===== config.mk =====
export PLATFORM = sky130hd
export DESIGN_NAME = ex_muldiv_ctrl
export DESIGN_NICKNAME = d
export VERILOG_FILES = /design/src/rtl/ex_muldiv_ctrl.sv
export SDC_FILE = /design/constraint.sdc
export NUM_CORES = 1
export LEC_CHECK = 0
export CAP_MARGIN = 25
export CORE_ASPECT_RATIO = 0.9
export CORE_MARGIN = 5
export CORE_UTILIZATION = 40
export CTS_CLUSTER_SIZE = 20
export DETAILED_ROUTE_END_ITERATION = 16
export GPL_TIMING_DRIVEN = 0
export SETUP_SLACK_MARGIN = 0.3
export SLEW_MARGIN = 20
export SYNTH_ARGS = -nofsm -noshare
export SYNTH_HDL_FRONTEND = slang
export SYNTH_SLANG_ARGS = --single-unit
export TNS_END_PERCENT = 10

===== constraint.sdc =====
create_clock -name clk -period 6.45 [get_ports clk]
set_clock_uncertainty 0.1 [all_clocks]
set_input_delay 1.29 -clock clk [delete_from_list [all_inputs] [get_ports clk]]
set_output_delay 1.29 -clock clk [all_outputs]
set_load 0.05 [all_outputs]

===== src/rtl/ex_muldiv_ctrl.sv =====
// ex_muldiv_ctrl: iterative RV32M multiply/divide unit with its sequencer.
// It sits beside the EX-stage ALU. The pipeline is stalled while the unit runs a
// radix-2 shift-add multiply or a restoring divide, one bit per cycle.
//
// Ports:
//   clk        clock; all state updates on the rising edge
//   rst        synchronous, active-high reset
//   md_start   ID/EX holds a valid M-extension op this cycle
//   md_funct3  000 MUL, 001 MULH, 010 MULHSU, 011 MULHU,
//              100 DIV, 101 DIVU, 110 REM, 111 REMU
//   md_a/md_b  rs1/rs2 operands; captured when the op starts
//   md_flush   kills the in-flight op; returns to IDLE next cycle
//   md_stall   holds the IF/ID/EX registers
//   md_done    one-cycle pulse; md_result is valid in that cycle
//   md_result  product/quotient/remainder selected by funct3; held between ops
//
// Optional feature: define MULDIV_EARLY_OUT_EN to give zero operands a
// one-cycle early out. The results are identical whether or not it is defined.
module ex_muldiv_ctrl #(
  parameter int unsigned XLEN = 32
) (
  input  logic            clk,
  input  logic            rst,
  input  logic            md_start,
  input  logic [2:0]      md_funct3,
  input  logic [XLEN-1:0] md_a,
  input  logic [XLEN-1:0] md_b,
  input  logic            md_flush,
  output logic            md_stall,
  output logic            md_done,
  output logic [XLEN-1:0] md_result
);

  localparam int unsigned    CW       = $clog2(XLEN) + 1;
  localparam logic [CW-1:0]  CNT_INIT = CW'(XLEN);
  localparam logic [XLEN-1:0] INT_MIN = {1'b1, {(XLEN-1){1'b0}}};

  typedef enum logic [1:0] {IDLE, BUSY, DONE} state_e;

  state_e          state_q;
  logic [2:0]      funct3_q;
  logic            sign_a_q, sign_b_q;
  logic [CW-1:0]   cnt_q;
  logic [XLEN-1:0] acc_hi_q, acc_lo_q, op_b_q;
  logic            done_q;
  logic [XLEN-1:0] result_q;

  // Decode of the incoming op; used only in IDLE.
  logic            is_div_in, a_signed_in, b_signed_in, sa_in, sb_in;
  logic [XLEN-1:0] a_mag_in, b_mag_in;
  logic            special_in;
  logic [XLEN-1:0] special_res;

  always_comb begin
    is_div_in   = md_funct3[2];
    a_signed_in = (md_funct3 == 3'b001) || (md_funct3 == 3'b010) ||
                  (md_funct3 == 3'b100) || (md_funct3 == 3'b110);
    b_signed_in = (md_funct3 == 3'b001) || (md_funct3 == 3'b100) ||
                  (md_funct3 == 3'b110);
    sa_in       = a_signed_in & md_a[XLEN-1];
    sb_in       = b_signed_in & md_b[XLEN-1];
    a_mag_in    = sa_in ? -md_a : md_a;
    b_mag_in    = sb_in ? -md_b : md_b;

    special_in  = 1'b0;
    special_res = '0;
    if (is_div_in) begin
      if (md_b == '0) begin
        special_in  = 1'b1;
        special_res = md_funct3[1] ? md_a : '1;
      end else if (!md_funct3[0] && md_a == INT_MIN && md_b == '1) begin
        special_in  = 1'b1;
        special_res = md_funct3[1] ? '0 : md_a;
      end
`ifdef MULDIV_EARLY_OUT_EN
      else if (md_a == '0) begin
        special_in  = 1'b1;
        special_res = '0;
      end
`endif
    end else begin
`ifdef MULDIV_EARLY_OUT_EN
      if (md_a == '0 || md_b == '0) begin
        special_in  = 1'b1;
        special_res = '0;
      end
`endif
    end
  end

  // One iteration step. The multiplier uses acc_hi as the running partial
  // product and acc_lo as the multiplier shifting out. The divider uses acc_hi
  // as the partial remainder and acc_lo as the dividend shifting out while
  // quotient bits shift in.
  logic [XLEN:0]     mul_sum, div_shift, div_diff;
  logic              div_ok;
  logic [XLEN-1:0]   step_hi, step_lo;
  logic [2*XLEN-1:0] prod, prod_fix;
  logic [XLEN-1:0]   quo_fix, rem_fix, final_res;

  always_comb begin
    mul_sum   = {1'b0, acc_hi_q} + (acc_lo_q[0] ? {1'b0, op_b_q} : '0);
    div_shift = {acc_hi_q, acc_lo_q[XLEN-1]};
    div_diff  = div_shift - {1'b0, op_b_q};
    div_ok    = ~div_diff[XLEN];
    if (funct3_q[2]) begin
      step_hi = div_ok ? div_diff[XLEN-1:0] : div_shift[XLEN-1:0];
      step_lo = {acc_lo_q[XLEN-2:0], div_ok};
    end else begin
      step_hi = mul_sum[XLEN:1];
      step_lo = {mul_sum[0], acc_lo_q[XLEN-1:1]};
    end

    prod     = {step_hi, step_lo};
    prod_fix = (sign_a_q ^ sign_b_q) ? -prod : prod;
    quo_fix  = (sign_a_q ^ sign_b_q) ? -step_lo : step_lo;
    rem_fix  = sign_a_q ? -step_hi : step_hi;

    case (funct3_q)
      3'b000:                 final_res = prod_fix[XLEN-1:0];
      3'b001, 3'b010, 3'b011: final_res = prod_fix[2*XLEN-1:XLEN];
      3'b100, 3'b101:         final_res = quo_fix;
      default:                final_res = rem_fix;
    endcase
  end

  always_ff @(posedge clk) begin
    if (rst) begin
      state_q  <= IDLE;
      funct3_q <= '0;
      sign_a_q <= 1'b0;
      sign_b_q <= 1'b0;
      cnt_q    <= '0;
      acc_hi_q <= '0;
      acc_lo_q <= '0;
      op_b_q   <= '0;
      done_q   <= 1'b0;
      result_q <= '0;
    end else begin
      done_q <= 1'b0;
      if (md_flush) begin
        state_q <= IDLE;
      end else begin
        case (state_q)
          IDLE: begin
            if (md_start) begin
              funct3_q <= md_funct3;
              sign_a_q <= sa_in;
              sign_b_q <= sb_in;
              cnt_q    <= CNT_INIT;
              acc_hi_q <= '0;
              acc_lo_q <= is_div_in ? a_mag_in : b_mag_in;
              op_b_q   <= is_div_in ? b_mag_in : a_mag_in;
              if (special_in) begin
                result_q <= special_res;
                done_q   <= 1'b1;
                state_q  <= DONE;
              end else begin
                state_q  <= BUSY;
              end
            end
          end
          BUSY: begin
            acc_hi_q <= step_hi;
            acc_lo_q <= step_lo;
            cnt_q    <= cnt_q - 1'b1;
            // The last step is folded into the sign correction, so the result
            // is registered on the same edge that enters DONE.
            if (cnt_q == CW'(1)) begin
              result_q <= final_res;
              done_q   <= 1'b1;
              state_q  <= DONE;
            end
          end
          DONE:    state_q <= IDLE;
          default: state_q <= IDLE;
        endcase
      end
    end
  end

  assign md_stall  = ~md_flush & ((state_q == IDLE && md_start) || state_q == BUSY);
  assign md_done   = done_q;
  assign md_result = result_q;

endmodule


==> results of run 1 <==
-- power by group through the flow --
stage	Clock, uW	Sequential (uW)	Combinational (uW)
finish	1100	955	1300
global route	1140	957	1370
CTS	1100	953	1230
detailed placement	0	973	1140
global placement	0	972	1130
floorplan	0	955	725
-- how the worst max path moves through the flow --
stage	depth (start not counted)	start	end	slack [ns]
2_1_floorplan	27	acc_lo_q[31]	md_result[28]	0.72
3_3_place_gp	20	funct3_q[2]	md_result[30]	-1.40
3_5_place_dp	20	funct3_q[2]	md_result[30]	-1.41
4_1_cts	22	op_b_q[13]	md_result[14]	0.24
5_1_grt	27	acc_lo_q[31]	md_result[12]	0.12
6_report	15	funct3_q[2]	md_result[8]	0.09
-- state kept, by name, summed over array words and instances (netlist names) --
| name | flops |
|---|---|
| sign_a_q | 1 |
| state_q | 2 |
| sign_b_q | 1 |
| cnt_q | 6 |
| acc_hi_q | 32 |
| op_b_q | 32 |
| md_done | 1 |
| funct3_q | 3 |
| acc_lo_q | 32 |
| md_result | 32 |
-- per-layer routing --
layer | vias up | GRT usage | wire, um
li1 | 8835 | - | -
met1 | 9536 | 0.525 | 37100
met2 | 1175 | 0.507 | 33900
met5 | - | 0 | 0
met3 | 153 | 0.0919 | 9880
met4 | 0 | 0.0939 | 2560
-- kinds of logic (layout without fill, tap and decap cells) --
group	count (synthesis)	after routing
other	0	3
AO/OA/AOI/OAI	770	770
multiplexers	85	85
XOR/XNOR	167	167
adder cells (fa/ha/maj)	73	73
AND/OR/NAND/NOR	844	844
flip-flops	142	142
buffers and inverters	226	404
-- worst max-delay path, stage by stage, from the launching register on --
cell and delay (ns):
dfxtp_1 0.33, buf_2 0.32, buf_2 0.46, clkbuf_4 0.43, clkbuf_2 0.36, buf_2 0.36, buf_1 0.76, clkbuf_2 0.55
clkdlybuf4s15_1 0.82, nor3_1 0.15, a21oi_1 0.14, o21ai_0 0.12, xnor2_1 0.27, o22ai_1 0.11, a21oi_1 0.71, o22ai_1 0.18
-- cell type report --
cell class	instances	area share
diodes	3	0.000392
flip-flops and latches	142	0.149
repair buffers	146	0.0713
clock inverters	13	0.00929
inverters	72	0.0141
clock buffers	19	0.0232
plain buffers	154	0.0396
multi-input cells	1939	0.658
well taps	532	0.0348
-- cells in the mapped netlist (all sizes together), types with 12 or more instances --
cell | number | area share
nand2 | 206 | 0.048
ha | 71 | 0.055
a211oi | 47 | 0.023
o21a | 16 | 0.0075
o31ai | 17 | 0.0079
nand4 | 27 | 0.012
clkbuf | 123 | 0.029
a21o | 38 | 0.018
and2 | 55 | 0.021
o211ai | 69 | 0.033
buf | 31 | 0.011
inv | 69 | 0.016
xor2 | 71 | 0.039
xnor2 | 96 | 0.052
nand3 | 49 | 0.016
a311oi | 20 | 0.012
o21ai | 179 | 0.056
nor4 | 25 | 0.010
dfxtp | 142 | 0.18
a221oi | 12 | 0.0069
nor3 | 77 | 0.025
nor2 | 304 | 0.071
and3 | 18 | 0.0073
a22oi | 29 | 0.014
a31oi | 36 | 0.015
mux2i | 75 | 0.047
or3 | 21 | 0.0082
a21oi | 190 | 0.059
o22ai | 21 | 0.0082
-- timing repair --
action                                 CTS  global route
gates resized for setup                 72            26
setup endpoints to repair               30            23
endpoints found under the hold margin    0             0
pin swaps                               16            18
hold buffers                             0             0
buffers inserted                        26            10
-- metrics by stage --
stage	total power [uW]	instances	hold slack (ns)	setup TNS, ns
finish	3360	3020	0.389	0
global route	3460	3017	0.420	0
CTS	3280	3006	0.393	0
detailed placement	2120	2948	0.381	-17.29
global placement	2110	2942	0.384	-18.19
floorplan	1680	2307	0.340	0
==> results.sh, run 1 <==
export IMPL_status="finished clean"
export IMPL_maxcap_violations=0
export IMPL_largest_net_degree_at_the_start_of_global_routing=17
export IMPL_synth_adder_area_share=0.0577
export IMPL_start_util=0.406
export IMPL_synth_fp_nets=2451
export IMPL_timing_rr_start="funct3_q[2]"
export IMPL_timing_critical_path_required_ns=6.66
export IMPL_cts_buffer_depth=2
export IMPL_root_buffer="clkbuf_16"
export IMPL_dr_iter_0_viols=3027
export IMPL_synthesis_area_per_instance_um2=6.97
export IMPL_rows=69
export IMPL_hold_removal_path_class="flip-flop to flip-flop"
export IMPL_timing_final_crit_period_ns=6.36
export IMPL_destination_of_the_worst_register_to_register_timing_path="md_result[8]"
export IMPL_cp_data_arrival_time_ns=6.57
export IMPL_leakagePower_uw=0.00707
export IMPL_r2r_slack_ns=0.09
export IMPL_core_area_um2=39600
export IMPL_peakVddDrop_mv=0.139
export IMPL_internal_power_uw=1990
export IMPL_dp_worst_setup_slack_ns=-1.41
export IMPL_finalMaxSlewViolations=0
export IMPL_place_congestion=0.994
export IMPL_areaGrowthSynthToFinish_pct=18.9
export IMPL_fin_nets=2616
export IMPL_post_synth_instance_area_um2=16100
export IMPL_grt_setup_unrepaired="true"
export IMPL_setup_worst_path_class="flip-flop to flip-flop"
export IMPL_switching_power_uw=1370
export IMPL_grt_first_pass_wirelength_mm=120
export IMPL_layout_area_seq_um2=2850
export IMPL_wire_length_per_cell_um=27.6
export IMPL_layout_cells_most_common_list="nor2_1 (301), nand2_1 (203), a21oi_1 (187), o21ai_0 (173), dfxtp_1 (138)"
export IMPL_finalInstanceArea_um2=19100
export IMPL_wl_mm=83.5
export IMPL_design_portCount=105
export IMPL_grt_util_all_layers=0.355
export IMPL_maxClockFrequency_ghz=0.157
export IMPL_fin_crit_share=0.986
export IMPL_drive_above_1_share=0.0773
export IMPL_power_per_cell_area_nw_per_um2=176
export IMPL_post_synth_xor_area_fraction=0.0909
export IMPL_postSynth_asyncResetShare=0
export IMPL_final_common_cell="nor2_1"
export IMPL_numPortBuffers=103
export IMPL_timing_reg2reg_worst_path_depth=15
export IMPL_synth_top_family_by_area="compound AO/OA/AOI/OAI gates"
export IMPL_cts_tree="done"
export IMPL_clk_latency_ns=0.47
export IMPL_synth_compound_area_frac=0.316
export IMPL_worst_setup_path_start_kind="flip-flop"
export IMPL_yosysUniqueCellTypes=97
export IMPL_nFillCells=4122
export IMPL_via_per_inst=6.52
export IMPL_hpwl_mm=67.3
export IMPL_p_clk_frac=0.327
export IMPL_timing_worst_slew_pin_value_ns=1.17
export IMPL_cts_clk_slew_worst_paths_ns=0.07
export IMPL_die_area_um2=44300
export IMPL_worst_path_max_fanout=10
export IMPL_synth_yosys_seq_area_share=0.177
export IMPL_drc=0
export IMPL_floorplan_die_width_um=221
export IMPL_power_sequential_fraction=0.284
export IMPL_ys_ff_latch=142
export IMPL_syn_instance_count=2307
export IMPL_final_core_util=0.483
export IMPL_finalHoldViolCount=0
export IMPL_swShare=0.407
export IMPL_timing_final_ws_setup_ns=0.0911
export IMPL_placed_area_um2=17800
export IMPL_ys_dominant_reg_cell="dfxtp_1"
export IMPL_hold_ep="md_result[28]"
export IMPL_synth_enable_flop_cells=0
export IMPL_cts_inserted_buffers=17
export IMPL_whs_path_depth=2
export IMPL_multi_input_comb_area_um2=12600
export IMPL_setup_worst_path_end_class="flip-flop"
export IMPL_yosys_area_share_simple=0.249
export IMPL_max_slew_margin=0.219
export IMPL_final_antenna_net_count=0
export IMPL_chipHeight_um=200
export IMPL_number_of_optimization_iterations_in_the_first_detailed_route_pass=6
export IMPL_combPwrFrac=0.388
export IMPL_synth_yosys_warnings=0
export IMPL_first_global_vias=17859
export IMPL_h_tree_level_count=4
export IMPL_grt_remaining_overflow=0
export IMPL_cts_sink_count=142
export IMPL_hold_path_startpoint="md_result[28]"
export IMPL_grt_antenna_before_repair=1
export IMPL_setup_viol_count_final=0
export IMPL_yosys_mux_area_fraction=0.0537
export IMPL_dr_total_vias=19699
(Power assumes the default switching activity.)
==> inputs of run 2 (changes only) <==
- REMOVE_ABC_BUFFERS: not set -> 1
==> run 2 against run 1 <==
  * Fmax up 7.9%
  * Hold slack worse by 0.017 ns
  * Highest routed layer unchanged
  * Critical path type unchanged
  * Worst setup slack better by 0.47 ns
  * Final area shrank 3.2%
  * Critical endpoint is now md_result[16]
==> results.sh, run 2 (synthesized netlist as in run 1, its figures left out) <==
export IMPL_status="finished clean"
export IMPL_dr_total_vias=17754
export IMPL_cts_buffer_depth=2
export IMPL_timing_critical_path_required_ns=6.70
export IMPL_worst_setup_path_start_kind="flip-flop"
export IMPL_cts_hold_buffers=0
export IMPL_hold_removal_path_class="flip-flop to flip-flop"
export IMPL_cts_clk_slew_worst_paths_ns=0.06
export IMPL_r2r_slack_ns=0.56
export IMPL_endpoint="md_result[16]"
export IMPL_route_met3_wl_mm=4.61
export IMPL_cts_inserted_buffers=17
export IMPL_worst_path_max_fanout=16
export IMPL_layout_area_seq_um2=2850
export IMPL_route_layer_met1_wl_mm=29.3
export IMPL_max_slew_margin=0.274
export IMPL_cts_sink_count=142
export IMPL_peakVddDrop_mv=0.191
export IMPL_wl_mm=62.7
export IMPL_final_core_util=0.467
export IMPL_timing_worst_slew_pin_value_ns=1.09
export IMPL_areaGrowthSynthToFinish_pct=15.1
export IMPL_critPathMostFrequentCell="inv_1"
export IMPL_timing_hold_ws_ns=0.372
export IMPL_cp_buffers_inverters=5
export IMPL_numPortBuffers=104
export IMPL_antenna_cells_inserted=0
export IMPL_destination_of_the_worst_register_to_register_timing_path="md_result[16]"
export IMPL_grt_first_pass_wirelength_mm=96.7
export IMPL_h_tree_level_count=4
export IMPL_drc=0
export IMPL_grt_antenna_before_repair=0
export IMPL_power_per_cell_area_nw_per_um2=170
export IMPL_design_portCount=105
export IMPL_finalHoldViolCount=0
export IMPL_maxClockFrequency_ghz=0.170
export IMPL_nFillCells=3985
export IMPL_finalMaxSlewViolations=0
export IMPL_rows=69
export IMPL_fin_crit_share=0.913
export IMPL_path_delay_family="compound AO/OA/AOI/OAI gates"
export IMPL_timing_final_crit_period_ns=5.89
export IMPL_slowest_stage="or4_4"
export IMPL_floorplan_die_width_um=221
export IMPL_grt_util_all_layers=0.269
export IMPL_root_buffer="clkbuf_16"
export IMPL_die_area_um2=44300
export IMPL_final_antenna_net_count=0
export IMPL_hpwl_mm=48.7
export IMPL_maxcap_violations=0
export IMPL_crit_cells=24
export IMPL_drive_above_1_share=0.0642
export IMPL_layout_cells_most_common_list="nor2_1 (299), nand2_1 (205), a21oi_1 (189), o21ai_0 (174), dfxtp_1 (139)"
export IMPL_setup_worst_path_end_class="flip-flop"
export IMPL_first_global_vias=16423
export IMPL_cp_data_arrival_time_ns=6.14
export IMPL_highest_layer="met4"
export IMPL_place_congestion=0.924
export IMPL_multi_input_comb_area_um2=12600
export IMPL_setup_worst_path_class="flip-flop to flip-flop"
export IMPL_dr_iter_0_viols=2027
export IMPL_leakagePower_uw=0.00678
export IMPL_detailroute_wirelength_met2_mm=26.8
export IMPL_via_per_inst=6.22
export IMPL_timing_critical_path_slowest_cell_delay_ns=0.45
export IMPL_largest_net_degree_at_the_start_of_global_routing=95
export IMPL_fin_nets=2455
export IMPL_path_cells="inv_1 > ha_1 > inv_1 > fa_2 > a211oi_4 > o211ai_4 > a221o_1 > and4_4 > a211oi_4 > buf_6 > buf_8 > mux2i_1 > a21oi_1 > inv_1 > ha_4 > nand2_1 > or4_4 > a31oi_4 > and2_4 > a41oi_1 > xnor2_1 > o221ai_1 > o211ai_1 > a311oi_1"
export IMPL_core_area_um2=39600
export IMPL_number_of_optimization_iterations_in_the_first_detailed_route_pass=5
export IMPL_clk_latency_ns=0.46
export IMPL_cts_tree="done"
export IMPL_wire_length_per_cell_um=22.0
export IMPL_cp_startpoint="acc_lo_q[31]"
export IMPL_final_common_cell="nor2_1"
export IMPL_timing_rr_start="acc_lo_q[31]"
export IMPL_setup_viol_count_final=0
export IMPL_start_util=0.406
export IMPL_grt_remaining_overflow=0
export IMPL_timing_reg2reg_worst_path_depth=24
export IMPL_chipHeight_um=200
export IMPL_grt_setup_unrepaired="false"
[run 2: cell count changes in the layout (fill, tap and decap cells not counted), moves of 5 or more]
cell and change:
buf_8 +5, buf_1 -5, buf_16 +8, clkbuf_1 -116, buf_2 -13, clkbuf_2 -7, buf_4 -27
[run 2: worst min path at each step]
stage / slack [ns] / depth (start not counted) / to / start
floorplan: 0.33 / 2 / op_b_q[10] / op_b_q[10]
global placement: 0.36 / 2 / op_b_q[2] / op_b_q[2]
detailed placement: 0.37 / 2 / op_b_q[2] / op_b_q[2]
CTS: 0.38 / 2 / op_b_q[2] / op_b_q[2]
global route: 0.40 / 2 / op_b_q[28] / op_b_q[28]
finish: 0.37 / 2 / op_b_q[2] / op_b_q[2]
[run 2: worst min-delay path: stages, from the launching register on]
cell     delay [ns]
dfxtp_1        0.32
nand2_1        0.05
a21oi_1        0.05
[run 2: final cells by class]
type,count,area share
multi-input combinational,1939,0.678
timing repair buffer,139,0.0838
tap,532,0.0359
clock buffer,21,0.0266
inverter,72,0.0147
sequential,142,0.154
clock inverter,9,0.00709
[run 2: power breakdown]
group	internal [uW]	total [uW]	leakage [uW]	switching, uW
registers	911	954	0.00116	42.9
clock network	658	1090	0.000299	432
logic	414	1100	0.00533	689
[run 2: metrics by stage]
stage	instances	TNS (ns)	instance area, um^2	total power (uW)	setup WS (ns)
2_1_floorplan	2153	-15.47	15500	1640	-1.16
3_3_place_gp	2789	-270.71	17200	1970	-5.59
3_5_place_dp	2813	-4.46	17700	2010	-0.694
4_1_cts	2847	0	18400	3100	0.336
5_1_grt	2854	0	18500	3270	0.306
6_report	2854	0	18500	3150	0.558
[run 2: what timing repair did]
action                     in CTS  in global routing
cloned                          0                  0
setup endpoints to repair      14                 12
resized for setup              14                 12
pin swaps                       4                  4
setup buffers                   4                  6
[run 2: metal layers]
| layer | vias up | GRT usage |
|---|---|---|
| li1 | 8496 | - |
| met1 | 8421 | 0.388 |
| met2 | 744 | 0.412 |
| met3 | 93 | 0.0407 |
| met4 | 0 | 0.0864 |
| met5 | - | 0 |
